===== config.mk =====
export PLATFORM = sky130hd
export DESIGN_NAME = cntd_reload
export DESIGN_NICKNAME = d
export VERILOG_FILES = /design/src/rtl/cntd_reload.sv
export SDC_FILE = /design/constraint.sdc
export NUM_CORES = 1
export LEC_CHECK = 0
export CAP_MARGIN = 20
export CELL_PAD_IN_SITES_DETAIL_PLACEMENT = 1
export CELL_PAD_IN_SITES_GLOBAL_PLACEMENT = 1
export CORE_UTILIZATION = 35
export DETAILED_ROUTE_END_ITERATION = 12
export GPL_ROUTABILITY_DRIVEN = 0
export HOLD_SLACK_MARGIN = 0.1
export PLACE_DENSITY = 0.77
export SYNTH_ARGS = -nofsm -noshare
export SYNTH_HDL_FRONTEND = slang
export SYNTH_SLANG_ARGS = --single-unit

===== constraint.sdc =====
create_clock -name clk -period 3.2 [get_ports clk]
set_input_delay 0.64 -clock clk [delete_from_list [all_inputs] [get_ports clk]]
set_output_delay 0.64 -clock clk [all_outputs]
set_load 0.01 [all_outputs]

===== src/rtl/cntd_reload.sv =====
// Loadable, enabled down-counter with a one-cycle terminal-count strobe,
// a done level for one-shot use, and optional auto-reload from the last
// loaded value.
//
// state | meaning
// ------+-----------------------------------------------------------
// IDLE  | nothing loaded (or zero loaded); count holds, cnten ignored
// RUN   | counting down on each cnten; busy=1
// DONE  | one-shot exhausted; count=0, done=1 until load or reset
module cntd_reload #(
  parameter int WIDTH = 3
) (
  input  logic             clk,
  input  logic             reset,
  input  logic             load,
  input  logic [WIDTH-1:0] ldata,
  input  logic             cnten,
  input  logic             reload_en,
  output logic [WIDTH-1:0] count,
  output logic             tc,
  output logic             busy,
  output logic             done
);

  typedef enum logic [1:0] {
    IDLE = 2'b00,
    RUN  = 2'b01,
    DONE = 2'b10
  } state_t;

  localparam logic [WIDTH-1:0] ONE = WIDTH'(1);

  state_t           state;
  logic [WIDTH-1:0] rld;

  // State, count, reload register and tc strobe; load beats cnten.
  always_ff @(posedge clk) begin
    if (reset) begin
      state <= IDLE;
      count <= '0;
      rld   <= '0;
      tc    <= 1'b0;
    end else begin
      tc <= 1'b0;
      if (load) begin
        count <= ldata;
        rld   <= ldata;
        state <= (ldata != '0) ? RUN : IDLE;
      end else begin
        case (state)
          IDLE: state <= IDLE;
          RUN: begin
            if (cnten) begin
              if (count > ONE) begin
                count <= count - ONE;
              end else if (count == ONE) begin
                // Final enabled cycle: strobe tc alongside count reaching 0.
                count <= '0;
                tc    <= 1'b1;
                state <= reload_en ? RUN : DONE;
              end else begin
                // count==0 in RUN only follows an auto-reload tc.
                count <= rld;
              end
            end
          end
          DONE: state <= DONE;
          default: state <= IDLE;
        endcase
      end
    end
  end

  // Status decoded directly from the state register.
  always_comb begin
    busy = (state == RUN);
    done = (state == DONE);
  end

endmodule


======== Yosys cells after proc, flatten, opt, wreduce, memory -nomap -nowiden ========
Cells that the tools add are included.
operators by class
  reductions and logical operators ........ 6
  multiplexer cells ....................... 13
  bitwise operators ....................... 2
  $add $sub $neg .......................... 1
  eq/ne operators ......................... 6
  order comparisons ....................... 1
operator list
  kind                                                  number
  2-to-1 mux 3 bit                                      5
  2-to-1 mux 2 bit                                      5
  != test 3 bit (second input constant)                 2
  OR reduction 5 bit                                    1
  one-hot mux 2 bit (2 select lines)                    1
  nonzero test 2 bit                                    2
  equality test 3 x 1 -> 1 bit (second input constant)  1
  > comparator 3 x 1 -> 1 bit (second input constant)   1
  != test 3 x 2 -> 1 bit (second input constant)        1
  AND reduction 3 bit                                   1
  nonzero test 3 bit                                    1
  subtractor 3 x 1 -> 3 bit (second input constant)     1
  equality test 2 x 1 -> 1 bit (second input constant)  1
  equality test 2 bit (second input constant)           1
  2-to-1 mux 1 bit                                      2
  inverter 1 bit                                        2
  AND reduction 2 bit                                   1
storage, ports and cells
  output and inout port bits .............. 6
  flip-flop bits (word level) ............. 9
  input port bits ......................... 8
  logic and storage cells ................. 33

======== Depth between registers and ports, before layout ========
Gate-level depths: netlist of run 1.
  depth in word-level cells ............... 6
  depth in mapped cells ................... 6

======== Worst setup path before layout of run 1 ========
OpenSTA, ideal clock, no wires.
  kind .................................... register to register
  start ................................... register count[0]
  end ..................................... register state[1]
  period minus slack after synthesis ...... 1.547 ns
  buffers on the path ..................... 0
  required time ........................... 3.130 ns
  setup time .............................. 0.070 ns
  path slack .............................. 1.653 ns
  cell stages (with the launch flop) ...... 6
  arrival time ............................ 1.477 ns
  cell sequence ........................... dfxtp_1 > ha_1 > nor2b_4 > a21oi_2 > or4_1 > a21oi_1
on the way
  longest elaborated chain between the ends .. 3
RTL lines
  element                                                                             line    RTL
  start: declaration                                                                  19      output logic [WIDTH-1:0] count,
  start signal: assignment                                                            46      count <= ldata;
  start signal: assignment                                                            55      count <= count - ONE;
  start signal: assignment                                                            63      count <= rld;
  > comparator 3 x 1 -> 1 bit / equality test 3 x 1 -> 1 bit (equally long branches)  54, 56
  != test 3 bit (no line) / != test 3 x 2 -> 1 bit (equally long branches)            n/a
  AND reduction 3 bit (no line) (*)                                                   n/a
  end signal: assignment                                                              48      state <= (ldata != '0) ? RUN : IDLE;
  end signal: assignment                                                              60      state <= reload_en ? RUN : DONE;
  end: declaration                                                                    33      state_t state;
Every way passes the cells marked *; elsewhere a longest branch is shown, timed or not.
A chain may end at the register's enable or synchronous reset.

======== Worst setup path after layout of run 1 ========
  start ................................... input port load
  end ..................................... register state[1]
on the way
  longest elaborated chain between the ends .. 2
RTL lines
  element                                                                   line  RTL
  start: declaration                                                        15    input logic load,
  != test 3 x 2 -> 1 bit (no line) / != test 3 bit (equally long branches)  n/a
  AND reduction 3 bit (no line)                                             n/a
Several ways; a longest one is shown, not always the timed one.

==> results of run 1 <==
[cells by family (layout without fill, tap and decap cells)]
group | after synthesis | count (layout)
compound gates | 18 | 18
simple gates | 16 | 16
flops | 9 | 9
buf+inv | 9 | 23
fa+ha+maj | 4 | 4
mux | 3 | 3
[Yosys cell counts, drive strengths merged (2+ instances only)]
cell type / n
inv: 6
a21oi: 7
nor2: 5
dfxtp: 9
nand2b: 2
mux2i: 3
nand2: 4
o31ai: 3
buf: 2
ha: 4
[sequential cells by signal (all words and copies together) (netlist names)]
signal / flops
count: 3
rld: 3
state: 2
tc: 1
[stage by stage]
| stage | std cells | area, µm² | hold WS [ps] | power [W] |
|---|---|---|---|---|
| 3_3_place_gp | 84 | 644 | 470 | 0.000186 |
| 2_1_floorplan | 59 | 515 | 449 | 0.000163 |
| 4_1_cts | 88 | 672 | 490 | 0.000278 |
| 3_5_place_dp | 84 | 644 | 477 | 0.000187 |
| 6_report | 88 | 672 | 484 | 0.000274 |
| 5_1_grt | 88 | 672 | 520 | 0.000288 |
[cell usage in the layout, fill, tap and decap left out, drive strengths merged]
master	Yosys	layout
a221oi	1	1
mux2i	3	3
nor4	1	1
or4	1	1
or3b	1	1
o32ai	1	1
o311ai	1	1
a21oi	7	7
nor2b	1	1
nand2	4	4
ha	4	4
o41ai	1	1
a211oi	1	1
nor3b	1	1
clkinv	0	1
o21ai	1	1
clkbuf	1	3
a31oi	1	1
nand2b	2	2
clkdlybuf4s50	0	13
a22oi	1	1
o31ai	3	3
dfxtp	9	9
inv	6	6
nor2	5	5
[final cells by class]
cell class / instances / area (µm²) / area share
multi-input cells: 41 / 293 / 0.436
clock buffers: 3 / 22.5 / 0.0335
clock inverters: 1 / 5.00 / 0.00745
inverters: 6 / 22.5 / 0.0335
well taps: 15 / 18.8 / 0.0279
flip-flops and latches: 9 / 180 / 0.268
repair buffers: 13 / 130 / 0.194
[where the power goes]
group	leakage, nW	switching (W)	internal (W)
Sequential	0.0741	0.00000933	0.000118
Combinational	0.164	0.0000267	0.0000298
Clock	0.0177	0.0000437	0.0000462
[per-layer routing]
metal  share of wire  up-vias  GRT usage
met5               0        -          0
met4           0.024        0      0.133
met3           0.025        4     0.0833
met2            0.47        9      0.313
met1            0.48      218      0.235
li1                -      242          -
[tightest hold or removal path, delay by kind of cell (launching register included)]
kind,cells,cell delay (ps)
flip-flops,1,330
AND/OR/NAND/NOR,1,60
AO/OA/AOI/OAI,1,50
[worst paths after layout]
| check | slack [ps] | to | cells after the start | start |
|---|---|---|---|---|
| max | 1090 | state[1] | 5 | load |
| min reg2reg | 480 | state[1] | 2 | state[1] |
| min | 480 | state[1] | 2 | state[1] |
| max reg2reg | 1520 | state[1] | 5 | count[0] |
==> flow_metrics.env, run 1 <==
export IMPL_rsz0062_at_grt="no"
export IMPL_grt_pass1_wl_um=2140
export IMPL_max_slew_worst_pin_slew_ps=439
export IMPL_critical_path_top_delay_family="buffers and inverters"
export IMPL_grt_pass1_vias=501
export IMPL_clkLatencyLatePin_ps=270
export IMPL_num_vias=473
export IMPL_report_final_setup_viol=0
export IMPL_ys_flop_type="dfxtp_1"
export IMPL_dieWidth_um=40.4
export IMPL_drv_slew=0
export IMPL_relSlewSlack=0.706
export IMPL_status="completed"
export IMPL_crit_path_top_delay_cell="clkdlybuf4s50_1"
export IMPL_pre_cts_ws_ps=836
export IMPL_postCtsSetupRepairBufs=0
export IMPL_synth_cell_types=26
export IMPL_drv_cap=0
export IMPL_max_freq_ghz=0.474
export IMPL_nets=86
export IMPL_cts_max_path_buffers=2
export IMPL_synth_top_family_by_area="compound AO/OA/AOI/OAI gates"
export IMPL_post_cts_resized=0
export IMPL_first_pass_iters=4
export IMPL_grt_max_degree=13
export IMPL_hpwl_um=1000
export IMPL_cts_sinks=9
export IMPL_core_area_um2=1330
export IMPL_async_flop_share=0
export IMPL_groute_usage_overall=0.206
export IMPL_initial_core_util=0.386
export IMPL_drive_gt1_frac=0.0822
export IMPL_crit_path_end_kind="flop"
export IMPL_antenna_found_initial=0
export IMPL_crit_type="primary input to flop"
export IMPL_muxShareOfSynthArea=0.0583
export IMPL_path_clk_slew_ps=70
export IMPL_final_setup_worst_slack_ps=1090
export IMPL_ys_warn_count=0
export IMPL_p_leak_nw=0.256
export IMPL_fin_skew_ps=4.86
export IMPL_drc_errors=0
export IMPL_dieArea_um2=1630
export IMPL_holdCritPathClass="flop to flop"
export IMPL_cp_required_ps=3400
export IMPL_syn_inst=59
export IMPL_area_growth_pct=30.3
export IMPL_powerDensity_nw_per_um2=408
export IMPL_ios=14
export IMPL_path_cells="clkdlybuf4s50_1 -> nand2b_1 -> a21oi_2 -> or4_1 -> a21oi_1"
export IMPL_vias_per_cell=5.38
export IMPL_synth_seq_cells=9
export IMPL_hold_viol_final=0
export IMPL_synth_net_count=71
export IMPL_cts_hold_buffers_added=0
export IMPL_synth_top_area_share=0.350
export IMPL_drt_total_wl_um=1270
export IMPL_ant_nets=0
export IMPL_synth_edf_count=0
export IMPL_synthTopCellsByArea="dfxtp_1 35%, ha_1 9.7%, a21oi_1 5.8%"
export IMPL_ir_worst_vdd_mv=0.221
export IMPL_portBuffers=13
export IMPL_cts_tree="done"
export IMPL_synthXorXnorAreaFrac=0
export IMPL_synth_simple_area_share=0.175
export IMPL_yosys_area_share_adder=0.0971
export IMPL_num_rows=13
export IMPL_crit_fanout=12
export IMPL_htreeDepth=1
export IMPL_max_stage_delay_ps=740
export IMPL_crit_arrival_ps=2310
export IMPL_wl_per_cell_um=14.4
export IMPL_fp_dieH_um=40.4
export IMPL_synth_compound_area_frac=0.238
export IMPL_cts_root_buffer="clkbuf_4"
export IMPL_synth_largest_area_cell="dfxtp_1"
export IMPL_antenna_cells=0
export IMPL_avgSynthCellArea_um2=8.74
export IMPL_cp_buffers_inverters=1
export IMPL_cts_buffers=3
export IMPL_final_util=0.504
export IMPL_dr_first_iter_drc_count=7
export IMPL_synth_cell_area_um2=515
export IMPL_fillers=161
export IMPL_overflow=0
export IMPL_ys_seq_area_frac=0.350
export IMPL_fin_tns_setup_ps=0
export IMPL_fin_crit_ps=2110
export IMPL_min_period_over_period=0.659
export IMPL_cp_start_kind="primary input"
Note: power is estimated with default switching activity, not from simulation.
==> run 2, diff against run 1 <==
Settings changed: CORE_UTILIZATION 35 to 33, PLACE_DENSITY 0.77 to 0.73.
Clock period 3.2 ns to 2.1 ns, I/O delays scaled along.
==> run 2 against run 1 <==
  * Utilization is 0.24 points lower
  * Combinational power is 70% higher
  * Total power up 55%
  * Clock power grew 55%
  * Critical path depth decreased by 2
  * Clock-buffer cell count increased by 1
  * Non-clock buffer count up 3
  * Die area increased by 5.8%
  * Sequential power rose by 48%
  * Highest routed layer unchanged
==> flow_metrics.env, run 2 (same netlist as run 1, synthesis figures left out) <==
export IMPL_status="completed"
export IMPL_cts_buffers=3
export IMPL_fin_cells=91
export IMPL_met2_usage=0.284
export IMPL_grt_max_degree=12
export IMPL_final_util=0.501
export IMPL_fin_tns_setup_ps=0
export IMPL_post_cts_resized=0
export IMPL_fin_crit_ps=1850
export IMPL_use_met3=0.0391
export IMPL_r2r_start="count[0]"
export IMPL_area_growth_pct=34.5
export IMPL_cts_sinks=9
export IMPL_cp_required_ps=1680
export IMPL_drive_gt1_frac=0.105
export IMPL_fp_dieH_um=41.5
export IMPL_mostFrequentLayoutCells="13 x clkdlybuf4s50_1, 9 x dfxtp_1, 6 x inv_1, 6 x a21oi_1, 5 x nor2_1"
export IMPL_rsz0062_at_grt="no"
export IMPL_layout_commonest_cell="clkdlybuf4s50_1"
export IMPL_crit_path_top_delay_cell="clkdlybuf4s50_1"
export IMPL_grt_pass1_wl_um=2200
export IMPL_max_slew_worst_pin_slew_ps=283
export IMPL_core_area_um2=1380
export IMPL_r2r_end="state[1]"
export IMPL_cts_hold_buffers_added=0
export IMPL_crit_start="state[1]"
export IMPL_postCtsSetupRepairBufs=0
export IMPL_max_stage_delay_ps=560
export IMPL_wl_per_cell_um=13.7
export IMPL_dr_first_iter_drc_count=4
export IMPL_path_clk_slew_ps=60
export IMPL_crit_path_end_kind="primary output"
export IMPL_critical_path_top_delay_family="buffers and inverters"
export IMPL_drc_errors=0
export IMPL_crit_fanout=5
export IMPL_max_freq_ghz=0.540
export IMPL_ios=14
export IMPL_nets=89
export IMPL_cp_depth=3
export IMPL_endpoint="busy"
export IMPL_cp_start_kind="flop"
export IMPL_cts_max_path_buffers=2
export IMPL_cts_tree="done"
export IMPL_hpwl_um=983
export IMPL_p_leak_nw=0.268
export IMPL_dieWidth_um=41.5
export IMPL_placed_cells=87
export IMPL_initial_core_util=0.373
export IMPL_drt_total_wl_um=1250
export IMPL_cp_buffers_inverters=2
export IMPL_crit_arrival_ps=1430
export IMPL_overflow=0
export IMPL_reg2reg_slack_ps=410
export IMPL_crit_type="flop to primary output"
export IMPL_min_period_over_period=0.882
export IMPL_antenna_cells=0
export IMPL_drv_cap=0
export IMPL_hold_viol_final=0
export IMPL_drv_slew=0
export IMPL_ant_nets=0
export IMPL_portBuffers=13
export IMPL_relSlewSlack=0.809
export IMPL_reg_top3="count x3, rld x3, state x2"
export IMPL_dieArea_um2=1720
export IMPL_cts_root_buffer="clkbuf_4"
export IMPL_path_cells="inv_1 -> ha_1 -> clkdlybuf4s50_1"
export IMPL_num_vias=488
export IMPL_groute_usage_overall=0.166
export IMPL_clkLatencyLatePin_ps=270
export IMPL_vias_per_cell=5.36
export IMPL_antenna_found_initial=0
export IMPL_powerDensity_nw_per_um2=612
export IMPL_htreeDepth=1
export IMPL_top_usage_layer="met2"
export IMPL_ir_worst_vdd_mv=0.283
export IMPL_fin_skew_ps=6.16
export IMPL_reg2reg_depth=5
export IMPL_grt_pass1_vias=522
export IMPL_use_met1=0.194
export IMPL_num_rows=13
export IMPL_first_pass_iters=4
export IMPL_holdCritPathClass="flop to flop"
export IMPL_report_final_setup_viol=0
run 2: layout make-up:
class	instances	area, µm²
Clock buffer	4	26.3
Fill cell	172	689
Inverter	6	22.5
Multi-Input combinational cell	41	293
Sequential cell	9	180
Tap cell	15	18.8
Timing Repair Buffer	16	153
run 2: metal layers:
metal	vias to the layer above	wire length, µm
met4	0	14
met1	230	578
li1	246	-
met2	10	610
met5	-	0
met3	2	42
run 2: power by group:
part	switching, W	internal [W]	leakage, nW	total [W]
Clock	0.0000652	0.0000734	0.0150	0.000139
Combinational	0.0000460	0.0000501	0.179	0.0000962
Sequential	0.00000880	0.000180	0.0741	0.000189
Total	0.000120	0.000304	0.268	0.000424
run 2: tightest hold or removal path: cells and delay by family, from the launching register on:
kind,cells,cell delay [ps]
simple gates,1,60
compound gates,1,60
flops,1,310
run 2: worst min-delay path by stage:
stage	start	to	slack, ps	depth (start not counted)
final	rld[0]	rld[0]	470	2
after global routing	rld[0]	rld[0]	510	2
after CTS	rld[0]	rld[0]	480	2
after detailed placement	rld[0]	rld[0]	470	2
after global placement	state[1]	state[1]	470	2
after floorplan	state[1]	state[1]	450	2
run 2: through the flow:
step | setup WS [ps] | power (W) | hold WS (ps) | instance area, µm²
floorplan | 553 | 0.000248 | 449 | 515
global placement | 338 | 0.000288 | 465 | 667
detailed placement | 274 | 0.000290 | 468 | 667
CTS | 235 | 0.000430 | 479 | 693
global route | 184 | 0.000449 | 511 | 693
finish | 247 | 0.000424 | 474 | 693
